## src/rtl/pwr_seq_pkg.sv

```systemverilog
// rtl/pwr_seq_pkg.sv - Shared state encoding and helpers for the power-rail sequencer.
package pwr_seq_pkg;

  localparam int FAULT_RAIL_W = 3;

  typedef enum logic [2:0] {
    ST_OFF       = 3'd0,
    ST_RAMP_UP   = 3'd1,
    ST_SETTLE    = 3'd2,
    ST_ON        = 3'd3,
    ST_RAMP_DOWN = 3'd4,
    ST_FAULT     = 3'd5
  } pwr_state_e;

  // Index of the lowest set bit; callers only use it when some bit is set.
  function automatic logic [FAULT_RAIL_W-1:0] lowest_set(input logic [7:0] v);
    logic [FAULT_RAIL_W-1:0] r;
    r = '0;
    for (int i = 7; i >= 0; i--) begin
      if (v[i]) r = i[FAULT_RAIL_W-1:0];
    end
    return r;
  endfunction

endpackage

```

## src/rtl/pwr_seq_ctrl_if.sv

```systemverilog
// rtl/pwr_seq_ctrl_if.sv - Control, PMIC pin and status bundle of the power-rail sequencer.
interface pwr_seq_ctrl_if
  import pwr_seq_pkg::*;
#(
  parameter int N_RAILS = 3,
  parameter int CNT_W   = 16
);

  logic                    pwr_on_req;
  logic                    fault_clr;
  logic [CNT_W-1:0]        step_dly;
  logic [CNT_W-1:0]        pg_timeout;
  logic [N_RAILS-1:0]      rail_pg;
  logic [N_RAILS-1:0]      rail_en;
  logic                    pwr_ok;
  logic                    cpu_reset_n;
  logic                    fault;
  logic [FAULT_RAIL_W-1:0] fault_rail;
  logic [2:0]              state;

  modport master (
    output pwr_on_req, fault_clr, step_dly, pg_timeout, rail_pg,
    input  rail_en, pwr_ok, cpu_reset_n, fault, fault_rail, state
  );

  modport slave (
    input  pwr_on_req, fault_clr, step_dly, pg_timeout, rail_pg,
    output rail_en, pwr_ok, cpu_reset_n, fault, fault_rail, state
  );

endinterface

```

## src/rtl/pg_sync.sv

```systemverilog
// rtl/pg_sync.sv - 2-FF power-good synchronizer with optional loss deglitch.
// Deglitch filter enabled by defining PWR_SEQ_PG_DEGLITCH_EN.
module pg_sync #(
  parameter int DG_LEN = 4
) (
  input  logic clk,
  input  logic reset,
  input  logic pg_in,
  output logic pg_s,
  output logic pg_lost
);

  logic pg_meta;

  always_ff @(posedge clk) begin
    if (reset) begin
      pg_meta <= 1'b0;
      pg_s    <= 1'b0;
    end else begin
      pg_meta <= pg_in;
      pg_s    <= pg_meta;
    end
  end

`ifdef PWR_SEQ_PG_DEGLITCH_EN
  localparam int DW = $clog2(DG_LEN + 1);

  logic [DW-1:0] lo_cnt;

  // Run length of consecutive low samples, saturating at DG_LEN.
  always_ff @(posedge clk) begin
    if (reset) begin
      lo_cnt <= '0;
    end else if (pg_s) begin
      lo_cnt <= '0;
    end else if (lo_cnt != DW'(DG_LEN)) begin
      lo_cnt <= lo_cnt + 1'b1;
    end
  end

  assign pg_lost = (lo_cnt == DW'(DG_LEN));
`else
  logic [31:0] dg_len_unused;

  assign dg_len_unused = DG_LEN;
  assign pg_lost       = ~pg_s;
`endif

endmodule

```

## src/rtl/pwr_seq_ctrl.sv

```systemverilog
// rtl/pwr_seq_ctrl.sv - Power-rail sequencer: ordered ramp-up, reverse ramp-down, fault latch.
// PWR_SEQ_PG_DEGLITCH_EN selects the filtered PG-loss detector inside pg_sync.
module pwr_seq_ctrl
  import pwr_seq_pkg::*;
#(
  parameter int N_RAILS = 3,
  parameter int CNT_W   = 16,
  parameter int DG_LEN  = 4
) (
  input  logic          clk,
  input  logic          reset,
  pwr_seq_ctrl_if.slave bus
);

  localparam int                 IDX_W    = FAULT_RAIL_W;
  localparam logic [IDX_W-1:0]   LAST_IDX = IDX_W'(N_RAILS - 1);
  localparam logic [N_RAILS-1:0] RAIL0    = N_RAILS'(1);

  pwr_state_e         state_q, state_d;
  logic [CNT_W-1:0]   cnt_q, cnt_d, cnt_inc;
  logic [IDX_W-1:0]   idx_q, idx_d;
  logic [N_RAILS-1:0] rail_en_q, rail_en_d;
  logic               cpu_rst_n_q, cpu_rst_n_d;
  logic               fault_q, fault_d;
  logic [IDX_W-1:0]   fault_rail_q, fault_rail_d;
  logic               pwr_ok_q;

  logic [N_RAILS-1:0] pg_s, pg_lost, confirmed, lost;
  logic [7:0]         pg_s8;
  logic               fault_go;
  logic [IDX_W-1:0]   fault_idx;

  for (genvar g = 0; g < N_RAILS; g++) begin : g_pg_sync
    pg_sync #(.DG_LEN(DG_LEN)) u_pg_sync (
      .clk     (clk),
      .reset   (reset),
      .pg_in   (bus.rail_pg[g]),
      .pg_s    (pg_s[g]),
      .pg_lost (pg_lost[g])
    );
  end

  // Rails whose PG has already been accepted and must stay good.
  always_comb begin
    confirmed = '0;
    for (int i = 0; i < N_RAILS; i++) begin
      if (state_q == ST_ON) begin
        confirmed[i] = 1'b1;
      end else if ((state_q == ST_RAMP_UP || state_q == ST_SETTLE) && (IDX_W'(i) < idx_q)) begin
        confirmed[i] = 1'b1;
      end
    end
  end

  assign lost    = pg_lost & confirmed;
  assign pg_s8   = 8'(pg_s);
  assign cnt_inc = (&cnt_q) ? cnt_q : cnt_q + 1'b1;

  always_comb begin
    state_d      = state_q;
    cnt_d        = cnt_q;
    idx_d        = idx_q;
    rail_en_d    = rail_en_q;
    cpu_rst_n_d  = cpu_rst_n_q;
    fault_d      = fault_q;
    fault_rail_d = fault_rail_q;
    fault_go     = 1'b0;
    fault_idx    = '0;

    unique case (state_q)
      ST_OFF: begin
        rail_en_d   = '0;
        cpu_rst_n_d = 1'b0;
        if (bus.pwr_on_req) begin
          state_d   = ST_RAMP_UP;
          idx_d     = '0;
          cnt_d     = '0;
          rail_en_d = RAIL0;
        end
      end
      ST_RAMP_UP: begin
        if (|lost) begin
          fault_go  = 1'b1;
          fault_idx = lowest_set(8'(lost));
        end else if (!bus.pwr_on_req) begin
          state_d = ST_RAMP_DOWN;
          cnt_d   = '0;
        end else if (pg_s8[idx_q]) begin
          state_d = ST_SETTLE;
          cnt_d   = '0;
        end else if (cnt_q == bus.pg_timeout) begin
          fault_go  = 1'b1;
          fault_idx = idx_q;
        end else begin
          cnt_d = cnt_inc;
        end
      end
      ST_SETTLE: begin
        if (|lost) begin
          fault_go  = 1'b1;
          fault_idx = lowest_set(8'(lost));
        end else if (!bus.pwr_on_req) begin
          state_d = ST_RAMP_DOWN;
          cnt_d   = '0;
        end else if (cnt_q == bus.step_dly) begin
          cnt_d = '0;
          if (idx_q == LAST_IDX) begin
            state_d = ST_ON;
          end else begin
            state_d   = ST_RAMP_UP;
            idx_d     = idx_q + 1'b1;
            rail_en_d = rail_en_q | (RAIL0 << (idx_q + 1'b1));
          end
        end else begin
          cnt_d = cnt_inc;
        end
      end
      ST_ON: begin
        if (|lost) begin
          fault_go  = 1'b1;
          fault_idx = lowest_set(8'(lost));
        end else if (!bus.pwr_on_req) begin
          state_d     = ST_RAMP_DOWN;
          cpu_rst_n_d = 1'b0;
          idx_d       = LAST_IDX;
          cnt_d       = '0;
        end else if (cnt_q == bus.step_dly) begin
          cpu_rst_n_d = 1'b1;
        end else begin
          cnt_d = cnt_inc;
        end
      end
      ST_RAMP_DOWN: begin
        cpu_rst_n_d = 1'b0;
        if (cnt_q == bus.step_dly) begin
          cnt_d     = '0;
          rail_en_d = rail_en_q & ~(RAIL0 << idx_q);
          if (idx_q == '0) begin
            state_d = ST_OFF;
          end else begin
            idx_d = idx_q - 1'b1;
          end
        end else begin
          cnt_d = cnt_inc;
        end
      end
      ST_FAULT: begin
        rail_en_d   = '0;
        cpu_rst_n_d = 1'b0;
        if (bus.fault_clr && !bus.pwr_on_req) begin
          state_d = ST_OFF;
          fault_d = 1'b0;
        end
      end
      default: begin
        state_d     = ST_OFF;
        rail_en_d   = '0;
        cpu_rst_n_d = 1'b0;
      end
    endcase

    // Emergency shutdown overrides whatever the state branch chose.
    if (fault_go) begin
      state_d      = ST_FAULT;
      rail_en_d    = '0;
      cpu_rst_n_d  = 1'b0;
      fault_d      = 1'b1;
      fault_rail_d = fault_idx;
    end
  end

  always_ff @(posedge clk) begin
    if (reset) begin
      state_q      <= ST_OFF;
      cnt_q        <= '0;
      idx_q        <= '0;
      rail_en_q    <= '0;
      cpu_rst_n_q  <= 1'b0;
      fault_q      <= 1'b0;
      fault_rail_q <= '0;
      pwr_ok_q     <= 1'b0;
    end else begin
      state_q      <= state_d;
      cnt_q        <= cnt_d;
      idx_q        <= idx_d;
      rail_en_q    <= rail_en_d;
      cpu_rst_n_q  <= cpu_rst_n_d;
      fault_q      <= fault_d;
      fault_rail_q <= fault_rail_d;
      pwr_ok_q     <= (state_d == ST_ON);
    end
  end

  assign bus.rail_en     = rail_en_q;
  assign bus.pwr_ok      = pwr_ok_q;
  assign bus.cpu_reset_n = cpu_rst_n_q;
  assign bus.fault       = fault_q;
  assign bus.fault_rail  = fault_rail_q;
  assign bus.state       = state_q;

endmodule
```

## src/flat_wrapper.sv

```systemverilog
// flat-port wrapper written by rule: the top's interface ports become plain ports
module pwr_seq_ctrl_flat import pwr_seq_pkg::*;
#(
  parameter int N_RAILS = 3,
  parameter int CNT_W   = 16,
  parameter int DG_LEN  = 4
)
  (clk, reset, bus_pwr_on_req, bus_fault_clr, bus_step_dly, bus_pg_timeout, bus_rail_pg, bus_rail_en, bus_pwr_ok, bus_cpu_reset_n, bus_fault, bus_fault_rail, bus_state);
  pwr_seq_ctrl_if #(.N_RAILS(N_RAILS), .CNT_W(CNT_W)) bus_i ();
  input  logic clk;
  input  logic reset;
  input wire logic [$bits(bus_i.pwr_on_req)-1:0] bus_pwr_on_req;
  input wire logic [$bits(bus_i.fault_clr)-1:0] bus_fault_clr;
  input wire logic [$bits(bus_i.step_dly)-1:0] bus_step_dly;
  input wire logic [$bits(bus_i.pg_timeout)-1:0] bus_pg_timeout;
  input wire logic [$bits(bus_i.rail_pg)-1:0] bus_rail_pg;
  output wire logic [$bits(bus_i.rail_en)-1:0] bus_rail_en;
  output wire logic [$bits(bus_i.pwr_ok)-1:0] bus_pwr_ok;
  output wire logic [$bits(bus_i.cpu_reset_n)-1:0] bus_cpu_reset_n;
  output wire logic [$bits(bus_i.fault)-1:0] bus_fault;
  output wire logic [$bits(bus_i.fault_rail)-1:0] bus_fault_rail;
  output wire logic [$bits(bus_i.state)-1:0] bus_state;
  assign bus_i.pwr_on_req = bus_pwr_on_req;
  assign bus_i.fault_clr = bus_fault_clr;
  assign bus_i.step_dly = bus_step_dly;
  assign bus_i.pg_timeout = bus_pg_timeout;
  assign bus_i.rail_pg = bus_rail_pg;
  assign bus_rail_en = bus_i.rail_en;
  assign bus_pwr_ok = bus_i.pwr_ok;
  assign bus_cpu_reset_n = bus_i.cpu_reset_n;
  assign bus_fault = bus_i.fault;
  assign bus_fault_rail = bus_i.fault_rail;
  assign bus_state = bus_i.state;
  pwr_seq_ctrl #(.N_RAILS(N_RAILS), .CNT_W(CNT_W), .DG_LEN(DG_LEN)) u_core (.clk(clk), .reset(reset), .bus(bus_i));
endmodule
```

## config.mk

```make
export PLATFORM = sky130hd
export DESIGN_NAME = pwr_seq_ctrl_flat
export DESIGN_NICKNAME = d
export VERILOG_FILES = /design/src/rtl/pwr_seq_pkg.sv /design/src/rtl/pwr_seq_ctrl_if.sv /design/src/rtl/pg_sync.sv /design/src/rtl/pwr_seq_ctrl.sv /design/src/flat_wrapper.sv
export SDC_FILE = /design/constraint.sdc
export NUM_CORES = 1
export LEC_CHECK = 0
export CAP_MARGIN = 20
export CORE_ASPECT_RATIO = 0.9
export CORE_MARGIN = 1.5
export CORE_UTILIZATION = 64
export CTS_BUF_LIST = sky130_fd_sc_hd__clkbuf_16
export DETAILED_ROUTE_END_ITERATION = 12
export DONT_BUFFER_PORTS = 1
export PLACE_DENSITY = 0.8
export SKIP_LAST_GASP = 1
export SYNTH_ARGS = -nofsm -noshare
export SYNTH_HDL_FRONTEND = slang
export SYNTH_SLANG_ARGS = --single-unit
```

## constraint.sdc

```tcl
create_clock -name clk -period 3.5 [get_ports clk]
set_clock_uncertainty 0.1 [all_clocks]
set_input_delay 0.7 -clock clk [delete_from_list [all_inputs] [get_ports clk]]
set_output_delay 0.7 -clock clk [all_outputs]
set_load 0.05 [all_outputs]
```

-- Word level (Yosys, flattened, before mapping)
Cells that the tools add are included.
- add/subtract/negate cells: 3
- $lt $le $gt $ge: 4
- equality and inequality tests: 22
- shifts and indexed selects: 2
- multiplexer cells: 75
- bitwise gates (word level): 9
- reduce and logical (&&, ||, !) cells: 23
- operators with widths (cell ; number):
    $mux 16 ; 12
    $mux 3 ; 32
    $pmux 16 s5 ; 1
    $eq 16x16->1 ; 2
    $pmux 3 s4 ; 2
    $mux 1 ; 19
    $ne 2x2->1 const B ; 9
    $pmux 3 s6 ; 1
    $add 16x1->16 const B ; 1
    $reduce_and 16->1 ; 1
    $eq 3x2->1 const B ; 4
    $reduce_and 10->1 ; 1
    $mux 2 ; 4
    $reduce_or 2->1 ; 4
    $reduce_and 7->1 ; 1
    $and 3x3->3 ; 2
    $eq 3x3->1 const B ; 2
    $logic_not 3->1 ; 2
    $lt 1x3->1 const A ; 2
    $ne 3x3->1 const B ; 2
    $pmux 3 s2 ; 1
    $reduce_and 6->1 ; 1
    $shl 1x3->3 const A ; 2
    $not 1->1 ; 5
    other kinds (20) ; 25
- register bits: 37
- bits of input ports: 39
- logic and storage cells: 152

-- Logic depth before layout (Yosys ltp)
Gate-level depths: netlist of the first run.
- word-level depth: 11
- depth in mapped cells: 10
- mapped depth without buffers: 8

-- Modules after synthesis
From an unflattened synthesis of the first run, not the netlist that was laid out.
- cells, all modules: 332
- area, all modules: 2751.4 um2
- by module, submodules not included (module ; instances ; cells each ; area an instance (um2) ; seq. area each (um2)):
    pwr_seq_ctrl ; 1 ; 317 ; 2582.5 ; 620.6
    pg_sync ; 3 ; 5 ; 56.3 ; 40.0

-- Least setup slack after synthesis of the first run
No wires, ideal clock.
- path kind: flip-flop to flip-flop
- start point: register u_core.state_q[0] (netlist: u_core.bus.state[0])
- end point: register u_core.cnt_q[6]
- library setup time: 0.069 ns
- arrival: 2.333 ns
- required time: 3.331 ns
- setup slack: 0.998 ns
- stages on the path, launching flop included: 11
- cells stage by stage: dfxtp_1 -> buf_2 -> o22ai_2 -> a211oi_2 -> o31ai_4 -> o31a_1 -> buf_6 -> nand3_4 -> buf_6 -> or4_1 -> o21ai_1
- word-level cells in the longest chain between the ends: 9
- elaborated cells on any way between the ends: 26
- those cells by class: 10 x eq/ne; 7 x mux; 1 x bitwise; 8 x reduce/logical
- RTL lines (element ; line ; text):
    from (decl) ; pwr_seq_ctrl.sv:19 ; pwr_state_e state_q, state_d;
    from (signal assigned) ; pwr_seq_ctrl.sv:183 ; state_q <= state_d;
    $eq 3x1->1 / $eq 3x2->1 (equally long branches) ; pwr_seq_ctrl.sv:49, pwr_seq_ctrl.sv:70 ;
    $logic_or 1x1->1 ; pwr_seq_ctrl.sv:49 ; end else if ((state_q == ST_RAMP_UP || state_q == ST_SETTLE) && (IDX_W'(i) < idx_q)) begin
    $logic_and 1x1->1 ; pwr_seq_ctrl.sv:49 ;
    $mux 1 ; pwr_seq_ctrl.sv:49 ;
    $mux 1 ; pwr_seq_ctrl.sv:47 ; if (state_q == ST_ON) begin
    $and 3x3->3 ; pwr_seq_ctrl.sv:55 ; assign lost = pg_lost & confirmed;
    $reduce_or 3->1 ; pwr_seq_ctrl.sv:82, pwr_seq_ctrl.sv:99, pwr_seq_ctrl.sv:119 ;
    $ne 2x2->1 (no line) ; -- ;
    $reduce_and 7->1 (no line) ; -- ;
    to (signal assigned) ; pwr_seq_ctrl.sv:184 ; cnt_q <= cnt_d;
    to (decl) ; pwr_seq_ctrl.sv:20 ; logic [CNT_W-1:0] cnt_q, cnt_d, cnt_inc;
Several ways; a longest one is shown, not always the timed one.
A chain may end at the register's enable or synchronous reset.

-- Final worst setup path of the first run
- start point: register u_core.idx_q[1]
- end point: register u_core.cnt_q[6]
- word-level cells in the longest chain between the ends: 8
- elaborated cells on any way between the ends: 25
- those cells by class: 3 x order compare; 4 x eq/ne; 12 x mux; 1 x bitwise; 5 x reduce/logical
- RTL lines (element ; line ; text):
    from (decl) ; pwr_seq_ctrl.sv:21 ; logic [IDX_W-1:0] idx_q, idx_d;
    from (signal assigned) ; pwr_seq_ctrl.sv:185 ; idx_q <= idx_d;
    $lt 1x3->1 / $lt 2x3->1 (equally long branches) ; pwr_seq_ctrl.sv:49 ;
    $logic_and 1x1->1 ; pwr_seq_ctrl.sv:49 ;
    $mux 1 ; pwr_seq_ctrl.sv:49 ;
    $mux 1 ; pwr_seq_ctrl.sv:47 ;
    $and 3x3->3 ; pwr_seq_ctrl.sv:55 ;
    $reduce_or 3->1 ; pwr_seq_ctrl.sv:82, pwr_seq_ctrl.sv:99, pwr_seq_ctrl.sv:119 ;
    $ne 2x2->1 (no line) ; -- ;
    $reduce_and 7->1 (no line) ; -- ;
Several ways; a longest one is shown, not always the timed one. The select of a mux whose other input is x is not followed.

==> results of run 1 <==
==> cell type report <==
| class | instances | area [µm²] |
|---|---|---|
| clock buffer | 5 | 125 |
| clock inverter | 3 | 65.1 |
| fill | 326 | 1200 |
| inverter | 12 | 45.0 |
| multi-input combinational | 270 | 1800 |
| sequential | 37 | 741 |
| tap | 48 | 60.1 |
| timing repair buffer | 5 | 37.5 |
==> power by group <==
group / internal [W] / switching [W] / total (W) / leakage, nW
combinational: 0.000168 / 0.000291 / 0.000459 / 0.697
clock: 0.000407 / 0.000170 / 0.000577 / 0.0938
sequential: 0.000445 / 0.0000813 / 0.000527 / 0.300
total: 0.00102 / 0.000543 / 0.00156 / 1.09
==> metal layers <==
layer	share of wire	GRT usage	vias to the layer above
met1	0.47	0.443	1245
met4	0.027	0.127	0
met2	0.42	0.410	137
met5	0	0	-
li1	-	-	1228
met3	0.085	0.0840	24
==> cell usage in the layout (no fill, tap or decap), types with 2 or more instances in the layout <==
cell and n:
dfxtp_1 37, xor2_1 33, a21oi_1 28, nand2_1 24, nor2_1 23, o21ai_0 14, inv_1 12, nor2b_1 12
nand2b_1 11, nand3_1 11, nor4_1 9, nor3_1 8, or4_1 8, ha_1 7, nand4_1 5, and2_1 5
o31ai_1 5, clkbuf_16 5, buf_4 5, o21ai_1 4, or3_1 4, a31oi_1 4, a211oi_1 4, o32ai_1 4
and3_1 3, o31a_1 2, a41oi_1 2, mux2i_1 2, a32oi_1 2, bufinv_16 2
==> cells by family (layout without fill, tap and decap cells) <==
| logic type | after synthesis | in the layout | synth area share |
|---|---|---|---|
| simple gates | 134 | 134 | 0.271 |
| compound gates | 93 | 93 | 0.244 |
| flops | 37 | 37 | 0.274 |
| buf+inv | 35 | 25 | 0.0611 |
| xor+xnor | 33 | 33 | 0.107 |
| fa+ha+maj | 7 | 7 | 0.0324 |
| mux | 3 | 3 | 0.0116 |
==> state kept, by name, indices dropped and copies added (netlist names) <==
| register | flops |
|---|---|
| u_core.cnt_q | 16 |
| u_core.bus.fault_rail | 3 |
| u_core.bus.rail_en | 3 |
| u_core.bus.state | 3 |
| u_core.g_pg_sync.u_pg_sync.pg_meta | 3 |
| u_core.g_pg_sync.u_pg_sync.pg_s | 3 |
| u_core.idx_q | 3 |
| u_core.bus.cpu_reset_n | 1 |
| u_core.bus.fault | 1 |
| u_core.bus.pwr_ok | 1 |
==> through the flow <==
| stage | hold slack (ps) | instances | setup WS [ps] |
|---|---|---|---|
| after floorplan | 314 | 342 | 998 |
| after global placement | 320 | 372 | 682 |
| after detailed placement | 323 | 372 | 693 |
| after CTS | 337 | 380 | 702 |
| after global routing | 362 | 380 | 432 |
| final | 332 | 380 | 659 |
==> worst max-delay path, stage by stage, from the launching register on <==
cell and delay [ps]:
dfxtp_1 590, mux2_1 370, a21oi_1 280, o31ai_1 150
o2bb2ai_4 460, nand3_4 200, or4_1 510, o21ai_1 90
==> worst max path at each step <==
stage                                    from                            to  slack, ps  depth (start not counted)
3_3_place_gp                bus_pg_timeout[1]  u_core.cnt_q[1]$_SDFFE_PP0P_        680                          7
2_1_floorplan  u_core.bus.state[0]$_SDFF_PP0_  u_core.cnt_q[6]$_SDFFE_PP0P_       1000                         10
3_5_place_dp                bus_pg_timeout[1]  u_core.cnt_q[1]$_SDFFE_PP0P_        690                          7
4_1_cts          u_core.idx_q[1]$_SDFFE_PP0P_  u_core.cnt_q[6]$_SDFFE_PP0P_        700                          7
6_report         u_core.idx_q[1]$_SDFFE_PP0P_  u_core.cnt_q[6]$_SDFFE_PP0P_        660                          7
5_1_grt          u_core.idx_q[1]$_SDFFE_PP0P_  u_core.cnt_q[6]$_SDFFE_PP0P_        430                          7
==> out/metrics.cfg, run 1 <==
[outcome]
outcome=finished, violations left
violations=design-rule violations

[cts]
htree_levels=2
root_buffer=clkbuf_16
path_clk_slew_ps=50
clock_latency_ps=280
post-cts-setup-buffers=0
post_cts_resized=0
hold_buffers=0
cts_tree=done
cts.path.max_buffers=2
cts.sinks=37
numCtsBuffers=5

[global_route]
antenna_found_initial=0
grt_pass1_vias=2250
grt_max_degree=44
grt_pass1_wl_um=11000
track_usage=0.302
gr-total-overflow=0

[die]
die_x_um=71.5
rows=22
io_pins=51
initial_core_util=0.664
core_area_mm2=0.00407
die_area_mm2=0.00463
dieHeight_um=64.7

[route]
viasPerCell=6.93
routedWlPerCell_um=17.7
wl_um=6740
drtPass1Iterations=11
ant_nets=0
vias=2634
drt_iter0_markers=403
drc=1

[sta]
maxSlewHeadroom=0.620
rsz0062_at_grt=no
final.setup.tns_ps=0
period_share=0.812
tightest_slew_ps=570
hold_viol_final=0
fmax_mhz=352
finalMaxSlewViolations=0
finalCriticalPeriod_ps=2840
setup_violations=0

[synth]
ys_ff_latch=37
netlist_instances=342
synth_area_mm2=0.00271
yosysMostFrequentCell=dfxtp_1
ys_top_cells_by_count=37 x dfxtp_1, 33 x xor2_1, 28 x a21oi_1
ys_seq_area_frac=0.274
synthesis.nets=388
postSynth.asyncResetShare=0
synth_cell_type_count=66
synth_edf_count=0
synth_area_leaders=dfxtp_1 27%, xor2_1 11%, a21oi_1 5.2%
synth_flop_cell=dfxtp_1
synth.largest_area_cell=dfxtp_1
syn_area_per_cell_um2=7.91
synth_top_area_frac=0.274
synth_warnings=0

[power]
p_per_area_mw_per_mm2=544
leakage_nw=1.09
finalPower_w=0.00156
peakVddDrop_mv=0.383

[run]
max-cap-violations=0

[finish]
final_core_util=0.705
antenna_cells=0
drive_gt1_frac=0.0663
nets=377
fin_area_mm2=0.00287
area_growth_pct=6.20

[setup_path]
setup.worst_path.class=flip-flop to flip-flop
startpoint_type=flip-flop
critical_path_required_ps=3610
rr_endpoint=u_core.cnt_q[6]$_SDFFE_PP0P_
cp_max_fo=16
crit_path_end_kind=flip-flop
r2r_cells=7
r2r_slack_ps=660
rr_startpoint=u_core.idx_q[1]$_SDFFE_PP0P_
crit_arrival_ps=2950

[hold_path]
hold_path_end=u_core.g_pg_sync[0].u_pg_sync.pg_s$_SDFF_PP0_
hold_class=flip-flop to flip-flop
min_from=u_core.g_pg_sync[0].u_pg_sync.pg_meta$_SDFF_PP0_
holdPathStages=1

[placed_design]
dpl_cell_area_mm2=0.00268
hpwl_um=4790
gp_congestion=0.952
numPortBuffers=0

(Power assumes the default switching activity.)
==> inputs of run 2 (changes only) <==
clock period = 2.88 ns   (was 3.5 ns; I/O delays follow)
==> out/metrics.cfg, run 2 (synthesis results as in run 1) <==
[power]
combPwrFrac=0.354  ; +0.060
peakVddDrop_mv=0.480  ; +26%
p_sw_w=0.000674  ; +24%
share_seq_of_total_power=0.348  ; +0.011
p_per_area_mw_per_mm2=609  ; +12%
p_clk_frac=0.297  ; -0.072
switching_share=0.381  ; +0.0334
leakage_nw=1.13  ; +3.2%
finalPower_w=0.00177  ; +13%
p_int_w=0.00110  ; +7.4%

[setup_path]
cp_num_buf_inv=1  ; +1
critical-path-top-delay-family=simple AND/OR/NAND/NOR gates
setup.worst_path.class=flip-flop to flip-flop
startpoint_type=flip-flop
critical_path_required_ps=3000  ; -610 ps
crit_path_end_kind=flip-flop
cp_slowest_cell=dfxtp_1
crit_arrival_ps=2650  ; -300 ps
slowest_delay_ps=480  ; -110 ps
cp_cell_sequence=xor2_1 -> nor4_1 -> nand4_1 -> buf_4 -> nor4b_1 -> o221ai_1 -> or2_0 -> a21oi_1
cp_max_fo=10  ; -6

[sta]
maxSlewHeadroom=0.646  ; +0.0263
setup_violations=0  ; unchanged
fmax_mhz=395  ; +12%
finalMaxSlewViolations=0  ; unchanged
rsz0062_at_grt=no
hold_viol_final=0  ; unchanged
final.setup.tns_ps=0  ; unchanged
tightest_slew_ps=530  ; -39.4 ps
period_share=0.880  ; +0.0681
finalCriticalPeriod_ps=2530  ; -307 ps

[cts]
root_buffer=clkbuf_16
clock_latency_ps=280  ; about the same
cts_tree=done
post_cts_resized=0  ; unchanged
htree_levels=2  ; unchanged
hold_buffers=0  ; unchanged
path_clk_slew_ps=60  ; about the same
cts.path.max_buffers=2  ; unchanged
numCtsBuffers=5  ; unchanged
post-cts-setup-buffers=0  ; unchanged
cts.sinks=37  ; unchanged

[outcome]
outcome=finished, violations left
violations=design-rule violations

[die]
core_area_mm2=0.00407  ; unchanged
io_pins=51  ; unchanged
initial_core_util=0.664  ; unchanged
die_x_um=71.5  ; unchanged
die_area_mm2=0.00463  ; unchanged
dieHeight_um=64.7  ; unchanged
rows=22  ; unchanged

[placed_design]
dpl_cell_area_mm2=0.00277  ; +3.1%
hpwl_um=5060  ; +5.7%
gp_congestion=0.986  ; +3.6%
numPortBuffers=0  ; unchanged

[hold_path]
hold_class=input port to flip-flop

[global_route]
grt_pass1_vias=2296  ; +2.0%
track_usage=0.310  ; +0.00775
gr-total-overflow=0  ; unchanged
grt_pass1_wl_um=11300  ; +2.1%
antenna_found_initial=0  ; unchanged
grt_max_degree=44  ; unchanged

[finish]
layout_commonest_cell=dfxtp_1
area_growth_pct=7.35
max_flop_register=u_core.cnt_q
fillers=351  ; +7.7%
largest_reg_flops=16  ; unchanged
drive_gt1_frac=0.0933  ; +0.0270
nets=388  ; +2.9%
fin_area_mm2=0.00290  ; +1.1%
layout_common_cells=37 x dfxtp_1, 33 x xor2_1, 28 x a21oi_1
antenna_cells=0  ; unchanged

[route]
drc=1  ; unchanged
vias=2569  ; -2.5%
wl_um=6860  ; +1.9%
ant_nets=0  ; unchanged
drtPass1Iterations=11  ; unchanged
viasPerCell=6.57  ; -5.2%
routedWlPerCell_um=17.5  ; -1.0%
drt_iter0_markers=403  ; unchanged

[run]
max-cap-violations=0  ; unchanged

## run 2: final cells by class
type	instances	area, µm²	area share
repair buffers	16	120	0.0414
flip-flops and latches	37	741	0.255
well taps	48	60.1	0.0207
clock buffers	5	125	0.0431
clock inverters	3	13.8	0.00474
inverters	12	45.0	0.0155
multi-input cells	270	1800	0.620
## run 2: power groups by stage
stage                     clock network (W)  logic (W)  registers, W
after CTS                          0.000527   0.000613      0.000615
after global routing               0.000552   0.000686      0.000620
after detailed placement                  0   0.000607      0.000626
after global placement                    0   0.000601      0.000624
after floorplan                           0   0.000466      0.000633
final                              0.000526   0.000627      0.000616
## run 2: layer usage
layer,GRT usage,vias to the layer above,wire (µm),part of all wire
met3,0.0591,11,613,0.089
met1,0.458,1177,3210,0.47
met5,0,-,0,0
met4,0.106,0,108,0.016
met2,0.449,136,2930,0.43
li1,-,1245,-,-
## run 2: worst reg2reg max path, stage by stage (launching register included)
cell	delay, ps
dfxtp_1	480
xor2_1	110
nor4_1	420
nand4_1	220
buf_4	230
nor4b_1	290
o221ai_1	210
or2_0	270
a21oi_1	140
## run 2: per-stage QoR
step                      hold slack, ps   util  setup slack, ps  instances
after CTS                            257  0.713              403        391
after global routing                 250  0.713              149        391
final                                258  0.713              346        391
after global placement               318  0.679              283        383
after detailed placement             331  0.679              276        383
after floorplan                      314      -              378        342
## run 2: final timing paths
check / from / to / slack (ps) / cells after the start
hold reg to reg: u_core.g_pg_sync[1].u_pg_sync.pg_meta$_SDFF_PP0_ / u_core.g_pg_sync[1].u_pg_sync.pg_s$_SDFF_PP0_ / 340 / 1
hold / removal: reset / u_core.g_pg_sync[0].u_pg_sync.pg_meta$_SDFF_PP0_ / 260 / 1
setup reg to reg: u_core.cnt_q[12]$_SDFFE_PP0P_ / u_core.bus.rail_en[0]$_SDFFE_PP0P_ / 350 / 8
setup / recovery: u_core.cnt_q[12]$_SDFFE_PP0P_ / u_core.bus.rail_en[0]$_SDFFE_PP0P_ / 350 / 8
